File: config.mk
export PLATFORM = sky130hd
export DESIGN_NAME = imem_fetch_ctrl
export DESIGN_NICKNAME = d
export VERILOG_FILES = /design/src/rtl/imem_fetch_ctrl.sv
export SDC_FILE = /design/constraint.sdc
export NUM_CORES = 1
export LEC_CHECK = 0
export CELL_PAD_IN_SITES_DETAIL_PLACEMENT = 1
export CELL_PAD_IN_SITES_GLOBAL_PLACEMENT = 2
export CORE_MARGIN = 5
export CORE_UTILIZATION = 28
export CTS_CLUSTER_DIAMETER = 30
export DETAILED_ROUTE_END_ITERATION = 12
export PLACE_DENSITY = 0.89
export SYNTH_ARGS = -nofsm -noshare
export SYNTH_HDL_FRONTEND = slang
export SYNTH_SLANG_ARGS = --single-unit
File: constraint.sdc
create_clock -name clk -period 2.8 [get_ports clk]
set_clock_uncertainty 0.05 [all_clocks]
set_input_delay 0.56 -clock clk [delete_from_list [all_inputs] [get_ports clk]]
set_output_delay 0.56 -clock clk [all_outputs]
set_load 0.02 [all_outputs]
File: src/rtl/imem_fetch_ctrl.sv
// imem_fetch_ctrl: instruction fetch controller with redirect, stall, end-marker halt and delivery count
module imem_fetch_ctrl #(
   parameter int         DEPTH    = 64,
   parameter logic [7:0] RESET_PC = 8'h00
) (
   input  logic        clk,
   input  logic        rst_n,
   input  logic        start,
   output logic [7:0]  fetch_pc,
   input  logic [31:0] imem_instr,
   input  logic        redirect_valid,
   input  logic [7:0]  redirect_pc,
   input  logic        id_ready,
   output logic        id_valid,
   output logic [31:0] id_instr,
   output logic [7:0]  id_pc,
   output logic        halted,
   output logic        fetch_err,
   output logic [15:0] fetch_count
);
   typedef enum logic [1:0] {IDLE, RUN, HALT} state_t;
   state_t      state, state_n;
   logic [7:0]  pc, pc_n;
   logic        vld_n, cap, err_set, hs, bad, last;
   assign hs       = id_valid & id_ready;
   assign bad      = 32'(redirect_pc) >= DEPTH;
   assign last     = pc == 8'(DEPTH - 1);
   assign fetch_pc = pc;
   assign halted   = state == HALT;
   // Redirect outranks everything; a zero word ends the program without being delivered.
   always_comb begin
      state_n = state;
      pc_n    = pc;
      vld_n   = id_valid;
      cap     = 1'b0;
      err_set = 1'b0;
      case (state)
         IDLE: state_n = start ? RUN : IDLE;
         RUN, HALT:
            if (redirect_valid) begin
               pc_n    = redirect_pc;
               vld_n   = 1'b0;
               err_set = bad;
               state_n = bad ? HALT : RUN;
            end else if (state == RUN && (!id_valid || id_ready)) begin
               if (imem_instr == 32'h0) begin
                  vld_n   = 1'b0;
                  state_n = HALT;
               end else begin
                  cap     = 1'b1;
                  vld_n   = 1'b1;
                  pc_n    = last ? pc : pc + 8'd1;
                  state_n = last ? HALT : RUN;
               end
            end else if (state == HALT && hs) begin
               vld_n = 1'b0;
            end
         default: state_n = IDLE;
      endcase
   end
   always_ff @(posedge clk or negedge rst_n) begin
      if (!rst_n) begin
         state       <= IDLE;
         pc          <= RESET_PC;
         id_valid    <= 1'b0;
         id_instr    <= 32'h0;
         id_pc       <= 8'h0;
         fetch_err   <= 1'b0;
         fetch_count <= 16'h0;
      end else begin
         state     <= state_n;
         pc        <= pc_n;
         id_valid  <= vld_n;
         fetch_err <= fetch_err | err_set;
         if (cap) begin
            id_instr <= imem_instr;
            id_pc    <= pc;
         end
         if (hs && fetch_count != 16'hFFFF)
            fetch_count <= fetch_count + 16'd1;
      end
   end
endmodule

Word level (Yosys, flattened, before mapping)

Index checks and enable logic that the tools add are counted.

Register bits after elaboration: 68
Bits of input ports: 45
Output and inout port bits: 67
Logic and storage cells: 51

$add $sub $neg: 2
Magnitude comparators: 1
Eq/ne operators: 7
Muxes and demuxes: 20
Bitwise gates (word level): 2
Reductions and logical operators: 12

Operators by type and width:

| kind                  | count |
|---|---|
| $logic_not 32->1      | 1 |
| $mux 8                | 4 |
| $add 16x1->16 const B | 1 |
| $ne 16x16->1 const B  | 1 |
| $mux 1                | 10 |
| $mux 2                | 5 |
| $add 8x1->8 const B   | 1 |
| $eq 8x6->1 const B    | 1 |
| $ge 8x7->1 const B    | 1 |
| $ne 2x2->1 const B    | 2 |
| $pmux 2 s2            | 1 |
| $reduce_and 4->1      | 1 |
| $logic_and 1x1->1     | 3 |
| $ne 3x3->1 const B    | 1 |
| $reduce_bool 3->1     | 1 |
| $eq 2x1->1 const B    | 1 |
| $eq 2x2->1 const B    | 1 |
| $logic_not 2->1       | 1 |
| $reduce_and 2->1      | 1 |
| $reduce_bool 2->1     | 1 |
| $reduce_or 2->1       | 1 |
| $and 1x1->1           | 1 |
| $logic_not 1->1       | 1 |
| $logic_or 1x1->1      | 1 |
| $or 1x1->1            | 1 |

Logic depth before layout (Yosys ltp)

Gate-level depths: netlist of run 1.

Word-level depth: 6
Depth in mapped cells: 8
Gate-level depth less buffers: 7

Worst setup path before layout of run 1

No wires, ideal clock.

Path kind: register -> register
Start: register pc[0] (netlist: fetch_pc[0])
End: register pc[3] (netlist: fetch_pc[3])
Library setup time: 136 ps
Arrival: 1870 ps
Data required time: 2614 ps
Setup slack: 745 ps
Cell stages (with the launch flop): 8
Path through: dfrtp_1 ha_1 nand3_1 or4b_4 and2_4 buf_6 a311oi_2 a311oi_1

Cells in the longest elaborated chain, start to end: 5
Elaborated cells between the ends (all ways): 8
Classes of those cells: 1 x add/sub; 2 x eq/ne; 4 x mux; 1 x reduce/logical

Ends and longest elaborated chain:

| element                | RTL line | source |
|---|---|---|
| start, declared        | 23       | `logic [7:0] pc, pc_n;` |
| start signal, assigned | 72       | `pc <= pc_n;` |
| $add 8x1->8            | 52       | `pc_n = last ? pc : pc + 8'd1;` |
| $mux 8                 | 52       |  |
| $mux 8                 | 46       | `if (imem_instr == 32'h0) begin` |
| $mux 8                 | 45       | `end else if (state == RUN && (!id_valid \|\| id_ready)) begin` |
| $mux 8                 | 40       | `if (redirect_valid) begin` |

Parallel ways exist; a longest one is shown, timed or not. The select of a mux whose other input is x is not followed.
A chain may end at the register's enable or synchronous reset.

Worst setup path in the final report of run 1

Start: input imem_instr[0]
End: register id_instr[6]

Cells in the longest elaborated chain, start to end: 5

Ends and longest elaborated chain:

| element              | RTL line | source |
|---|---|---|
| start, declared      | 10       | `input logic [31:0] imem_instr,` |
| $logic_not 32->1     | 46       |  |
| $mux 1               | 46       |  |
| $mux 1               | 45       |  |
| $mux 1               | 40       |  |
| $mux 1               | 37       | `case (state)` |
| end signal, assigned | 76       | `id_instr <= imem_instr;` |
| end, declared        | 15       | `output logic [31:0] id_instr,` |

No other way between the ends.

==> results of run 1 <==
-- final cells by class --
| class | count | area (µm²) | share of cell area [%] |
|---|---|---|---|
| Clock buffer | 10 | 137.6 | 2.914 |
| Clock inverter | 6 | 111.4 | 2.358 |
| Sequential cell | 68 | 1702 | 36.03 |
| Timing Repair Buffer | 121 | 1219 | 25.80 |
| Multi-Input combinational cell | 174 | 1356 | 28.72 |
| Tap cell | 140 | 175.2 | 3.709 |
| Inverter | 6 | 22.52 | 0.4768 |
-- cells by family (layout without fill, tap and decap cells) --
| group | after synthesis | in the layout |
|---|---|---|
| buffers and inverters | 16 | 143 |
| and+or+nand+nor | 77 | 77 |
| adders and majority gates | 6 | 6 |
| AOI/OAI and AO/OA | 36 | 36 |
| xor gates and xnor gates | 15 | 15 |
| muxes | 40 | 40 |
| DFF | 68 | 68 |
-- cell usage after synthesis, types with 2 or more instances --
cell,count
a311oi_1,2
nand2_1,18
buf_4,4
o22ai_1,3
mux2_2,35
nor4_1,9
a21oi_1,3
mux2_1,5
ha_1,6
nor3_1,2
and4_1,3
dfrtp_1,68
clkbuf_1,3
nor2_1,10
nand4_1,13
inv_1,6
nand3_1,5
and3_1,6
a211oi_1,4
xnor2_1,14
o21ai_0,9
-- report_power, final --
group          total (mW)  leakage (nW)  internal [mW]  switching (mW)
Sequential           1.72         0.836           1.39           0.332
Clock                1.00         0.122          0.616           0.386
Combinational        2.46         0.955           1.26            1.20
-- through the flow --
step / setup slack, ns / utilization, % / cell area, µm² / hold slack [ns] / total power, mW
floorplan: 0.7446 / - / 3134 / 0.2144 / 3.007
global placement: 0.08416 / 41.09 / 4474 / 0.4144 / 4.156
detailed placement: 0.01370 / 41.09 / 4474 / 0.4202 / 4.233
CTS: 0.3808 / 43.38 / 4723 / 0.2402 / 5.269
global route: 0.2872 / 43.38 / 4723 / 0.2840 / 5.515
finish: 0.3586 / 43.38 / 4723 / 0.2397 / 5.186
-- layer usage --
layer  share of wire (%)  global-route usage (%)  vias to the layer above  wire length, µm
met5                   0                       0                        -                0
met4                 1.7                   4.718                        0              159
met3                 8.0                   4.909                       13              735
met2                  50                   24.93                      103             4581
met1                  40                   17.03                     1253             3717
li1                    -                       -                     1208                -
-- worst max path at each step --
stage | to | slack, ns | cells past startpoint | start
2_1_floorplan | fetch_pc[3]$_DFFE_PN0P_ | 0.74 | 7 | fetch_pc[0]$_DFFE_PN0P_
3_3_place_gp | id_instr[1]$_DFFE_PN0P_ | 0.08 | 6 | imem_instr[16]
3_5_place_dp | id_instr[12]$_DFFE_PN0P_ | 0.01 | 6 | imem_instr[16]
4_1_cts | id_instr[6]$_DFFE_PN0P_ | 0.38 | 6 | imem_instr[16]
5_1_grt | id_instr[6]$_DFFE_PN0P_ | 0.29 | 7 | imem_instr[24]
6_report | id_instr[6]$_DFFE_PN0P_ | 0.36 | 6 | imem_instr[0]
-- flip-flops by register name, summed over array words and instances (netlist names) --
signal,flops
fetch_err,1
id_pc,8
id_valid,1
id_instr,32
fetch_count,16
fetch_pc,8
state,2
-- worst max-delay path: cells and delay by family --
kind,cells,cell delay (ns)
AO/OA/AOI/OAI,1,0.31
buffers and inverters,2,0.65
AND/OR/NAND/NOR,2,0.73
multiplexers,1,0.35
==> out/metrics.yaml, run 1 <==
cp-start-kind: "primary input"
worstSetupEndpointType: "register"
yosys.area_share.adder_pct: 2.395
ys.flop_type: "dfrtp_1"
num_vias: 2577
synth_largest_area_cell: "dfrtp_1"
synthXorXnorAreaFrac_pct: 4.192
grt_pass1_vias: 2856
placed_cells: 509
ff2ff_path_depth: 7
yosysWarnings: 0
cp_max_fo: 23
start_util_pct: 28.79
vdd_ir_drop_max_mv: 0.5542
hold_path_class: "in2async"
synth_top_family_by_area: "multiplexers"
routabilityCongestion: 0.7752
layout_commonest_cell: "clkdlybuf4s50_1"
cts_buffers: 9
htree_levels: 3
netlist_instances: 258
syn-num-nets: 309
synth-simple-area-share_pct: 13.73
worst-endpoint-arrival_ns: 2.61
crit_type: "in2reg"
cp_cell_sequence: "clkdlybuf4s50_1, nor4_1, nand4_1, o21ai_4, buf_12, mux2_1"
final.setup.tns_ns: 0
syn_to_final_growth_pct: 50.70
diodes: 0
synth_area_leaders: "dfrtp_1 54%, mux2_2 13%, xnor2_1 3.9%"
antenna_found_initial: 0
die_h_um: 115.8
cts.reportedPaths.clkPinSlew_ns: 0.07
drive_above_1_share_pct: 17.66
finalCritPeriodShare_pct: 87.19
grt.overflow.total: 0
p_leak_nw: 1.913
async_reset_ff_share_pct: 100.0
fmax_ghz: 0.4096
rrSetupSlack_ns: 0.61
rr_startpoint: "state[1]$_DFFE_PN0P_"
timing.final.hold_violations: 0
dr.pass1.iters: 4
worstSkewPairLatency_ns: 0.34
hold_buffers: 0
tightest_slew_ns: 0.7572
fillers: 1179
num-nets-final: 431
synth_compound_area_share_pct: 8.343
status: "completed"
finalNonFillerCells: 525
setup_viol: 0
synth-seq-cells: 68
synth.avg_cell_area_um2: 12.15
powerDensity_nw_per_um2: 1098
die_area_um2: 13410
clockRootBuffer: "clkbuf_8"
relSlewSlack_pct: 49.52
cts_setup_buffers: 0
postRouteAntennaNets: 0
grt.total_usage_pct: 14.50
critPathRequiredTime_ns: 2.97
numClockSinks: 68
fp.coreArea_um2: 10890
cts_buffer_depth: 2
final_cell_mix: "110 x clkdlybuf4s50_1, 68 x dfrtp_1, 35 x mux2_2, 18 x nand2_1, 14 x xnor2_1"
cpMaxStageDelayCell: "clkdlybuf4s50_1"
wire_per_inst_um: 17.51
ios: 112
hpwl_um: 7114
drv_cap: 0
synth.area.mux_share_pct: 14.37
ys_types: 51
finalMaxSlewViolations: 0
grt_pass1_wl_um: 15060
synth_top_area_share_pct: 54.29
drc: 0
cts_tree: "built"
drt_iter0_drc: 109
rsz0062_at_grt: "false"
timing.rr.end: "fetch_pc[2]$_DFFE_PN0P_"
syn-cell-area_um2: 3134
synth_edf_count: 0
critPathMaxStageDelay_ns: 0.44
wl_um: 9194
port_buffers: 111
cts_resized: 0
period_needed_ns: 2.441
grt_start_max_net_pins: 38
rows: 38
routed_via_density: 4.909
die_w_um: 115.8
synth_seq_area_share_pct: 54.29
No activity file was read; power rests on OpenSTA's default activity.
==> run 2, diff against run 1 <==
- CTS_BUF_LIST: default -> sky130_fd_sc_hd__clkbuf_8 sky130_fd_sc_hd__clkbuf_16
==> results of run 2 <==
Final layout, timing and power as in run 1 (identical DEF).
